$ cat src/rtl/reg_file_pkg.sv
// Shared sizing and read-port state encoding for the MyProc2 register file.
package reg_file_pkg;

    localparam int WIDTH        = 32;
    localparam int REG_ADDR_LEN = 5;
    localparam int NUM_REGS     = 2 ** REG_ADDR_LEN;
    localparam int NUM_RD_PORTS = 2;

    typedef enum logic [1:0] {
        PS_IDLE = 2'd0,
        PS_RESP = 2'd1,
        PS_WAIT = 2'd2
    } port_state_t;

endpackage

$ cat src/rtl/reg_read_port.sv
// One read-port responder: answers immediately when the register is ready,
// otherwise parks on the address until writeback delivers it.
module reg_read_port
    import reg_file_pkg::*;
#(
    parameter int W  = WIDTH,
    parameter int AW = REG_ADDR_LEN
) (
    input  logic          clk,
    input  logic          rst_n,
    input  logic [AW-1:0] rd_addr,
    input  logic          rd_en,
    input  logic [W-1:0]  rd_value,
    input  logic          rd_pending,
    input  logic [AW-1:0] wr_addr,
    input  logic [W-1:0]  wr_data,
    input  logic          wr_en,
    output logic [W-1:0]  rd_data,
    output logic          rd_st,
    output logic          busy
);

    port_state_t   state, state_nx;
    logic [AW-1:0] lat_addr, lat_addr_nx;
    logic [W-1:0]  data_nx;
    logic          rd_hit, lat_hit;

    // r0 is never a real write target, so it can never bypass
    assign rd_hit  = wr_en && (wr_addr == rd_addr) && (rd_addr != '0);
    // a parked address is never r0, no zero guard needed
    assign lat_hit = wr_en && (wr_addr == lat_addr);

    always_comb begin
        state_nx    = state;
        lat_addr_nx = lat_addr;
        data_nx     = rd_data;
        case (state)
            PS_WAIT: begin
                if (lat_hit) begin
                    state_nx = PS_RESP;
                    data_nx  = wr_data;
                end
            end
            default: begin
                // RESP accepts a new request exactly like IDLE
                state_nx = PS_IDLE;
                if (rd_en) begin
                    if (rd_addr == '0) begin
                        state_nx = PS_RESP;
                        data_nx  = '0;
                    end else if (rd_hit) begin
                        state_nx = PS_RESP;
                        data_nx  = wr_data;
                    end else if (!rd_pending) begin
                        state_nx = PS_RESP;
                        data_nx  = rd_value;
                    end else begin
                        state_nx    = PS_WAIT;
                        lat_addr_nx = rd_addr;
                    end
                end
            end
        endcase
    end

    always_ff @(posedge clk) begin
        if (!rst_n) begin
            state    <= PS_IDLE;
            lat_addr <= '0;
            rd_data  <= '0;
        end else begin
            state    <= state_nx;
            lat_addr <= lat_addr_nx;
            rd_data  <= data_nx;
        end
    end

    assign rd_st = (state == PS_RESP);
    assign busy  = (state == PS_WAIT);

endmodule

$ cat src/rtl/reg_file.sv
// 32-entry register file with pending scoreboard, two blocking read ports
// and one writeback port.
module reg_file
    import reg_file_pkg::*;
#(
    parameter int WIDTH        = reg_file_pkg::WIDTH,
    parameter int REG_ADDR_LEN = reg_file_pkg::REG_ADDR_LEN,
    parameter int NUM_REGS     = 2 ** REG_ADDR_LEN
) (
    input  logic                    clk,
    input  logic                    rst_n,
    input  logic [REG_ADDR_LEN-1:0] Rd1_addr,
    input  logic                    Rd1_en,
    output logic [WIDTH-1:0]        Rd1_data,
    output logic                    Rd1_st,
    input  logic [REG_ADDR_LEN-1:0] Rd2_addr,
    input  logic                    Rd2_en,
    output logic [WIDTH-1:0]        Rd2_data,
    output logic                    Rd2_st,
    input  logic [REG_ADDR_LEN-1:0] Wr_addr,
    input  logic [WIDTH-1:0]        Wr_data,
    input  logic                    Wr_en,
    input  logic [REG_ADDR_LEN-1:0] Rsv_addr,
    input  logic                    Rsv_en,
    output logic                    Busy
);

    logic [NUM_REGS-1:0][WIDTH-1:0] regs;
    logic [NUM_REGS-1:0]            pending;

    logic [NUM_RD_PORTS-1:0][REG_ADDR_LEN-1:0] rd_addr;
    logic [NUM_RD_PORTS-1:0]                   rd_en;
    logic [NUM_RD_PORTS-1:0][WIDTH-1:0]        rd_data;
    logic [NUM_RD_PORTS-1:0]                   rd_st;
    logic [NUM_RD_PORTS-1:0]                   port_busy;

    assign rd_addr = {Rd2_addr, Rd1_addr};
    assign rd_en   = {Rd2_en, Rd1_en};

    // r0 is never written and never reserved, so it stays zero and ready
    always_ff @(posedge clk) begin
        if (!rst_n) begin
            regs    <= '0;
            pending <= '0;
        end else begin
            if (Wr_en && (Wr_addr != '0)) begin
                regs[Wr_addr]    <= Wr_data;
                pending[Wr_addr] <= 1'b0;
            end
            // later assignment: reserve wins over a same-cycle write clear
            if (Rsv_en && (Rsv_addr != '0))
                pending[Rsv_addr] <= 1'b1;
        end
    end

    for (genvar gi = 0; gi < NUM_RD_PORTS; gi++) begin : g_port
        reg_read_port #(
            .W  (WIDTH),
            .AW (REG_ADDR_LEN)
        ) u_port (
            .clk        (clk),
            .rst_n      (rst_n),
            .rd_addr    (rd_addr[gi]),
            .rd_en      (rd_en[gi]),
            .rd_value   (regs[rd_addr[gi]]),
            .rd_pending (pending[rd_addr[gi]]),
            .wr_addr    (Wr_addr),
            .wr_data    (Wr_data),
            .wr_en      (Wr_en),
            .rd_data    (rd_data[gi]),
            .rd_st      (rd_st[gi]),
            .busy       (port_busy[gi])
        );
    end

    assign Rd1_data = rd_data[0];
    assign Rd2_data = rd_data[1];
    assign Rd1_st   = rd_st[0];
    assign Rd2_st   = rd_st[1];
    assign Busy     = |port_busy;

endmodule

$ cat config.mk
export PLATFORM = sky130hd
export DESIGN_NAME = reg_file
export DESIGN_NICKNAME = d
export VERILOG_FILES = /design/src/rtl/reg_file_pkg.sv /design/src/rtl/reg_read_port.sv /design/src/rtl/reg_file.sv
export SDC_FILE = /design/constraint.sdc
export NUM_CORES = 2
export LEC_CHECK = 0
export CORE_ASPECT_RATIO = 0.9
export CORE_MARGIN = 2
export CORE_UTILIZATION = 35
export CTS_BUF_LIST = sky130_fd_sc_hd__clkbuf_4
export DETAILED_ROUTE_END_ITERATION = 6
export GPL_TIMING_DRIVEN = 0
export REMOVE_ABC_BUFFERS = 1
export SYNTH_ARGS = -nofsm -noshare
export SYNTH_HDL_FRONTEND = slang
export SYNTH_HIERARCHICAL = 1
export SYNTH_SLANG_ARGS = --single-unit
$ cat constraint.sdc
create_clock -name clk -period 4.13 [get_ports clk]
set_input_delay 0.826 -clock clk [delete_from_list [all_inputs] [get_ports clk]]
set_output_delay 0.826 -clock clk [all_outputs]
set_load 0.03 [all_outputs]
# Yosys cells after proc, flatten, opt, wreduce, memory -nomap -nowiden
# Index checks and enable logic that the tools add are counted.
classes:
  n_lt_le_gt_ge: 6
  eq_ne: 12
  mux: 42
  bitwise_logic: 9
  reduce_logical: 23
ops:
  columns: ["operator", "count"]
  rows:
  - ["bitwise mux 1024 bit", 1]
  - ["two-way mux 32 bit", 18]
  - ["binary-select mux 32 bit (select 5 bit)", 2]
  - ["demux 32 bit (select 5 bit)", 1]
  - ["AND 32 bit", 1]
  - ["NOT 32 bit", 1]
  - ["bitwise OR 32 bit", 1]
  - ["less-than comparator 5 x 6 -> 1 bit, second input constant", 4]
  - ["two-way mux 2 bit", 12]
  - ["equality test 5 bit", 4]
  - ["nonzero test 5 bit", 4]
  - ["binary-select mux 1 bit (select 5 bit)", 2]
  - ["demux 1 bit (select 5 bit)", 2]
  - ["greater-or-equal comparator 5 x 1 -> 1 bit, second input constant", 2]
  - ["logical AND 1 bit", 10]
  - ["zero test 5 bit", 2]
  - ["AND reduction 5 bit", 2]
  - ["!= test 4 bit, second input constant", 2]
  - ["NOT 1 bit", 6]
  - ["AND reduction 3 bit", 2]
  - ["equality test 2 x 1 -> 1 bit, second input constant", 2]
  - ["equality test 2 bit, second input constant", 2]
  - ["two-way mux 1 bit", 4]
  - ["!= test 2 bit, second input constant", 2]
  - ["other kinds (2)", 3]
word_totals:
  register_bits: 1134
  inputBits: 58
  out_inout_bits: 67
  elab_cells: 131

# Logic depth before layout (Yosys ltp)
logic_depth:
  word_depth: 10
  mapped_depth: 15
  mapped_depth_nobuf: 10

# By module
# The synthesis kept the hierarchy.
modules_own_cells:
  columns: ["module", "instances", "cells_per_inst", "area_each_um2", "seq_area_each_um2"]
  rows:
  - ["reg_file", 1, 7045, 56863.3, 21140.3]
  - ["reg_read_port", 2, 238, 2260.9, 780.7]

# Least setup slack after synthesis
# Ideal clock, no wire load.
synth_timing:
  path_type: "in2reg"
  startpoint: "in Rd1_addr[1]"
  endpoint: "reg g_port[0].u_port.rd_data[0]"
  setup_time_ns: 0.116
  arrival_time_ns: 2.941
  required_ns: 4.014
  slack_ns: 1.073
  stages: 15
  n_path_buf: 6
  cell_sequence: "buf_2 -> buf_2 -> buf_2 -> buf_2 -> mux2i_1 -> a22oi_1 -> nand3_1 -> nand3_1 -> inv_1 -> a211oi_1 -> o21ai_2 -> and2_1 -> clkbuf_2 -> buf_4 -> o211a_1"
synth_via:
  elab_chain_len: 7
  elab_cells_between_ends: 16
  cone_classes: "2 x eq/ne; 9 x mux; 5 x reduce/logical"
synth_rtl:
  columns: ["item", "line_no", "text"]
  rows:
  - ["start, declared", "reg_file.sv:12", "input logic [REG_ADDR_LEN-1:0] Rd1_addr,"]
  - ["binary-select mux 32 bit (select 5 bit) or equality test 5 bit (tied branches)", "reg_file.sv:65, reg_read_port.sv:29", null]
  - ["two-way mux 32 bit (implied by the code) or logical AND 1 bit (tied branches)", "reg_file.sv:65, reg_read_port.sv:29", null]
  - ["two-way mux 32 bit or logical AND 1 bit (tied branches)", "reg_read_port.sv:54, reg_read_port.sv:29", null]
  - ["two-way mux 32 bit", "reg_read_port.sv:51", "end else if (rd_hit) begin"]
  - ["two-way mux 32 bit", "reg_read_port.sv:48", "if (rd_addr == '0) begin"]
  - ["two-way mux 32 bit", "reg_read_port.sv:47", "if (rd_en) begin"]
  - ["two-way mux 32 bit", "reg_read_port.sv:37", "case (state)"]
  - ["end signal, assigned", "reg_read_port.sv:74", "rd_data <= data_nx;"]
  - ["end, declared", "reg_read_port.sv:18", "output logic [W-1:0] rd_data,"]
# Parallel ways exist; a longest one is shown, timed or not. The select of a mux whose other input is x is not followed.
# A chain may end at the register's enable or synchronous reset.

# Final worst setup path
layout_timing:
  startpoint: "in Wr_addr[3]"
  endpoint: "reg g_port[1].u_port.rd_data[8]"
layout_via:
  elab_chain_len: 7
  elab_cells_between_ends: 12
  cone_classes: "4 x eq/ne; 4 x mux; 4 x reduce/logical"
layout_rtl:
  columns: ["item", "line_no", "text"]
  rows:
  - ["start, declared", "reg_file.sv:20", "input logic [REG_ADDR_LEN-1:0] Wr_addr,"]
  - ["equality test 5 bit", "reg_read_port.sv:29", "assign rd_hit = wr_en && (wr_addr == rd_addr) && (rd_addr != '0);"]
  - ["logical AND 1 bit (2 in a row)", "reg_read_port.sv:29", null]
  - ["two-way mux 32 bit", "reg_read_port.sv:51", null]
  - ["two-way mux 32 bit", "reg_read_port.sv:48", null]
  - ["two-way mux 32 bit", "reg_read_port.sv:47", null]
  - ["two-way mux 32 bit", "reg_read_port.sv:37", null]
  - ["end signal, assigned", "reg_read_port.sv:74", null]
  - ["end, declared", "reg_read_port.sv:18", null]
# Parallel ways exist; a longest one is shown, timed or not. The select of a mux whose other input is x is not followed.

==> summary.log <==
[synthesis] main combinational cell family by area after synthesis compound AO/OA/AOI/OAI gates
[hold_path] critical hold path startpoint Wr_data[9]
[synthesis] synthesized area per cell 8.162 um2
[die] floorplan die area 0.1788 mm2
[timing] Achievable Freq 228.1 MHz
[placement] number of placed cells counting well taps 9,347
[routing] average via count per standard cell 5.843
[global_routing] global route overflow 0
[die] Core Area 0.1740 mm2
[final_layout] count of fill cells added during filler insertion 17,218
[final_layout] commonest non-fill, non-tap cell in the layout nand2_1
[setup_path] cells on worst reg2reg path 12
[clocking] CTS H-tree lvls 5
[job] number of max-capacitance violations reported 1
[timing] RSZ-0062 raised after global routing false
[die] row count 145
[synthesis] share of synthesized cell area in full adder, half adder and majority cells 0
[clocking] total CTS buffers 333
[timing] transition time at the pin with the least slew margin 1518 ps
[hold_path] WHS Path Cells 3
[clocking] number of buffers on the longest clock path 4
[clocking] Num Clock Sinks 1,134
[setup_path] Critical Path Max Stage Delay 1190 ps
[setup_path] reg-to-reg startpoint pending[2]
[clocking] root buf cell clkbuf_4
[routing] DRC violation count after routing 1
[setup_path] chain of cells forming the critical path clkdlybuf4s50_1 > xnor2_2 > nand4_4 > o32a_4 > o2111ai_1 > o211a_1
[routing] Total Wirelength 252.4 mm
[setup_path] required arrival time at the worst endpoint 5400 ps
[pwr] Power Dens Cells 361.5 mW/mm2
[clocking] clock-pin slew of the registers on the worst-case setup and hold paths 70 ps
[placement] total of buffers placed on input and output ports 124
[setup_path] Critical R2R Capture g_port[1].u_port/rd_data[21]
[clocking] TritonCTS clock tree yes
[pwr] standby leakage power 26.28 nW
[timing] minimum clock period after layout 4385 ps
[routing] vias post-DR 57,942
[routing] antenna violation net count after detailed routing 0
[final_layout] number of nets in the final layout 7,478
[final_layout] post-layout instance count excluding filler cells 9,917
[timing] endpoints failing setup 13
[synthesis] synthesized netlist cell count 7,521
[die] initial core utilization 0.3528
[outcome] status finished, violations left
[die] Vert. Die Dim 401.3 um
[setup_path] Slowest-stage cell, CP clkdlybuf4s50_1
[timing] final worst clock skew 102.6 ps
[synthesis] fraction of the mapped netlist area in simple logic gates 0.1761
[timing] count of final hold-check violations 0
[final_layout] highest-count cells in the layout ignoring fill and taps nand2_1 (2,190), dfxtp_1 (1,134), mux2i_1 (1,066)
[timing] final worst slack -255.0 ps
[global_routing] vias in the first global route 56,049
[timing] post-route clock period utilization 1.062
[synthesis] primary flip-flop cell chosen by synthesis mapping dfxtp_1
[placement] RePlAce Congestion 0.7970
[setup_path] endpoint class of the critical path flop
[setup_path] Setup CP Type in -> reg
[synthesis] post-synthesis xor/xnor area fraction 0.003832
[final_layout] share of final-layout standard cells stronger than drive strength 1 0.1056
[global_routing] total routing resource utilization after global routing 0.2712
[routing] TritonRoute pass-1 iters 7
[synthesis] complex-gate fraction of the synthesized area 0.2210
[setup_path] WP data arrival 5660 ps
[routing] final routed wire length divided by cell count 25.45 um
[timing] smallest hold slack 63.97 ps
[global_routing] wire length of the first global-routing pass 365.3 mm
[timing] Slew headroom -0.01492
[setup_path] CP Max Fanout 32
[final_layout] area added between synthesis and finish 14.66%
[die] Die Wd 445.4 um
[hold_path] worst min-delay path category in -> reg
[placement] half-perimeter wire length after placement 154.4 mm
[clocking] clock latency of the later-clocked register in the worst-skew pair 1350 ps
[synthesis] number of storage elements in the synthesis netlist 1,134
[outcome] violations in the final reports DRC, capacitance limit, slew limit, setup timing
[die] IO Count 125
[pwr] final total power 0.02544 W
[synthesis] count of flip-flops with a built-in enable after synthesis 0
[synthesis] portion of the post-synthesis area used by sequential elements 0.3698
[hold_path] worst-case hold path end point regs[265]
[setup_path] r2r setup slk 540 ps
[synthesis] cell area after technology mapping 0.06139 mm2
[synthesis] Yosys warning total 6
[synthesis] async set-or-reset flop fraction in the synthesized netlist 0
[timing] Slew Viols, Final 20
[synthesis] fraction of synthesized area in multiplexers 0.1738
[setup_path] crit path launch type input pin
[pwr] worst supply voltage drop on vdd 0.0002429 V
[synthesis] unique cell type count in the Yosys netlist 46
[routing] DR iter-0 viols 7,300
[global_routing] initial antenna violation count 7
[global_routing] maximum number of pins on one net before global-route repair 184
-- power breakdown --
part / switching, W / total, W / internal [W]
Clock: 0.00508 / 0.0106 / 0.00550
Sequential: 0.000103 / 0.0112 / 0.0111
Combinational: 0.00238 / 0.00366 / 0.00128
-- synthesized netlist by cell type (all sizes together), types with 5 or more instances --
master      n  area [um2]
o211ai     66       505.5
o211a      64       640.6
nand2    2226        8361
nand2b     12       75.07
mux2i    1066       10670
a21boi    994        7462
nor2b      55       344.1
a22oi     229        1719
a22o      132        1156
xnor2      20       235.2
o2111ai    64       560.5
nor2       43       163.9
a21oi     200        1008
buf       265        1383
inv        72       270.3
dfxtp    1134       22700
nand4       5       61.31
nor3       74       395.4
and2       41       256.5
clkbuf    466        1752
nor4        6       86.34
a31oi      66       412.9
nand3     205        1026
-- registers in the layout (all words and copies together) (netlist names) --
register,flops
g_port.u_port/rd_data,64
g_port.u_port/lat_addr,10
regs,1024
g_port.u_port/state,4
pending,32
-- area by class of cell --
type | count | area (um2) | area share
multi-input combinational | 5589 | 35860 | 0.5095
sequential | 1134 | 22700 | 0.3225
timing repair buffer | 290 | 4727 | 0.06716
clock buffer | 492 | 3694 | 0.05248
tap | 2278 | 2850 | 0.04049
inverter | 72 | 270.3 | 0.003840
clock inverter | 53 | 256.5 | 0.003644
antenna | 9 | 22.52 | 0.0003200
-- metrics by stage --
stage | area, um2 | setup WS, ps | utilization | TNS [ps]
6_report | 70390 | -255.0 | 0.4046 | -1285
5_1_grt | 70380 | 0.5054 | 0.4045 | 0
4_1_cts | 70330 | 18.31 | 0.4042 | 0
3_5_place_dp | 66140 | -3339 | 0.3801 | -315230
3_3_place_gp | 62340 | -29580 | 0.3583 | -
2_1_floorplan | 58250 | -3203 | - | -238130
-- worst max path at each step --
stage | start | endpoint | slack, ps
after floorplan | Rd1_addr[2] | g_port[0].u_port/rd_data[0] | -3200
after global placement | Rd1_addr[1] | g_port[0].u_port/rd_data[21] | -29580
after detailed placement | Rd1_addr[1] | g_port[0].u_port/rd_data[21] | -3340
after CTS | Rd2_addr[2] | g_port[1].u_port/rd_data[2] | 20
after global routing | Rd1_addr[1] | g_port[0].u_port/rd_data[25] | 0.5
final | Wr_addr[3] | g_port[1].u_port/rd_data[8] | -260
-- metal layers --
metal	vias to the layer above	track usage	share of wire
met5	-	0	0.00019
met4	8	0.1853	0.070
met3	1050	0.07061	0.10
met2	3376	0.4268	0.45
met1	27542	0.3230	0.38
li1	25966	-	-
-- worst max-delay path, delay by kind of cell --
kind                   cells  cell delay [ps]
buffers and inverters      1             1190
AO/OA/AOI/OAI              3             1960
AND/OR/NAND/NOR            1              720
XOR/XNOR                   1              900
-- cells by family after synthesis --
family / after synthesis
buffers and inverters: 803
AND/OR/NAND/NOR: 2673
AO/OA/AOI/OAI: 1825
flip-flops: 1134
XOR/XNOR: 20
multiplexers: 1066
-- repair_timing --
item / in CTS / in global routing
pin swaps: 5 / 2
setup buffers: 7 / 2
resized for setup: 14 / 6
cloned: 6 / 1
setup endpoints to repair: 72 / 33
hold buffers: 0 / 0
No activity file was read; power rests on OpenSTA's default activity.
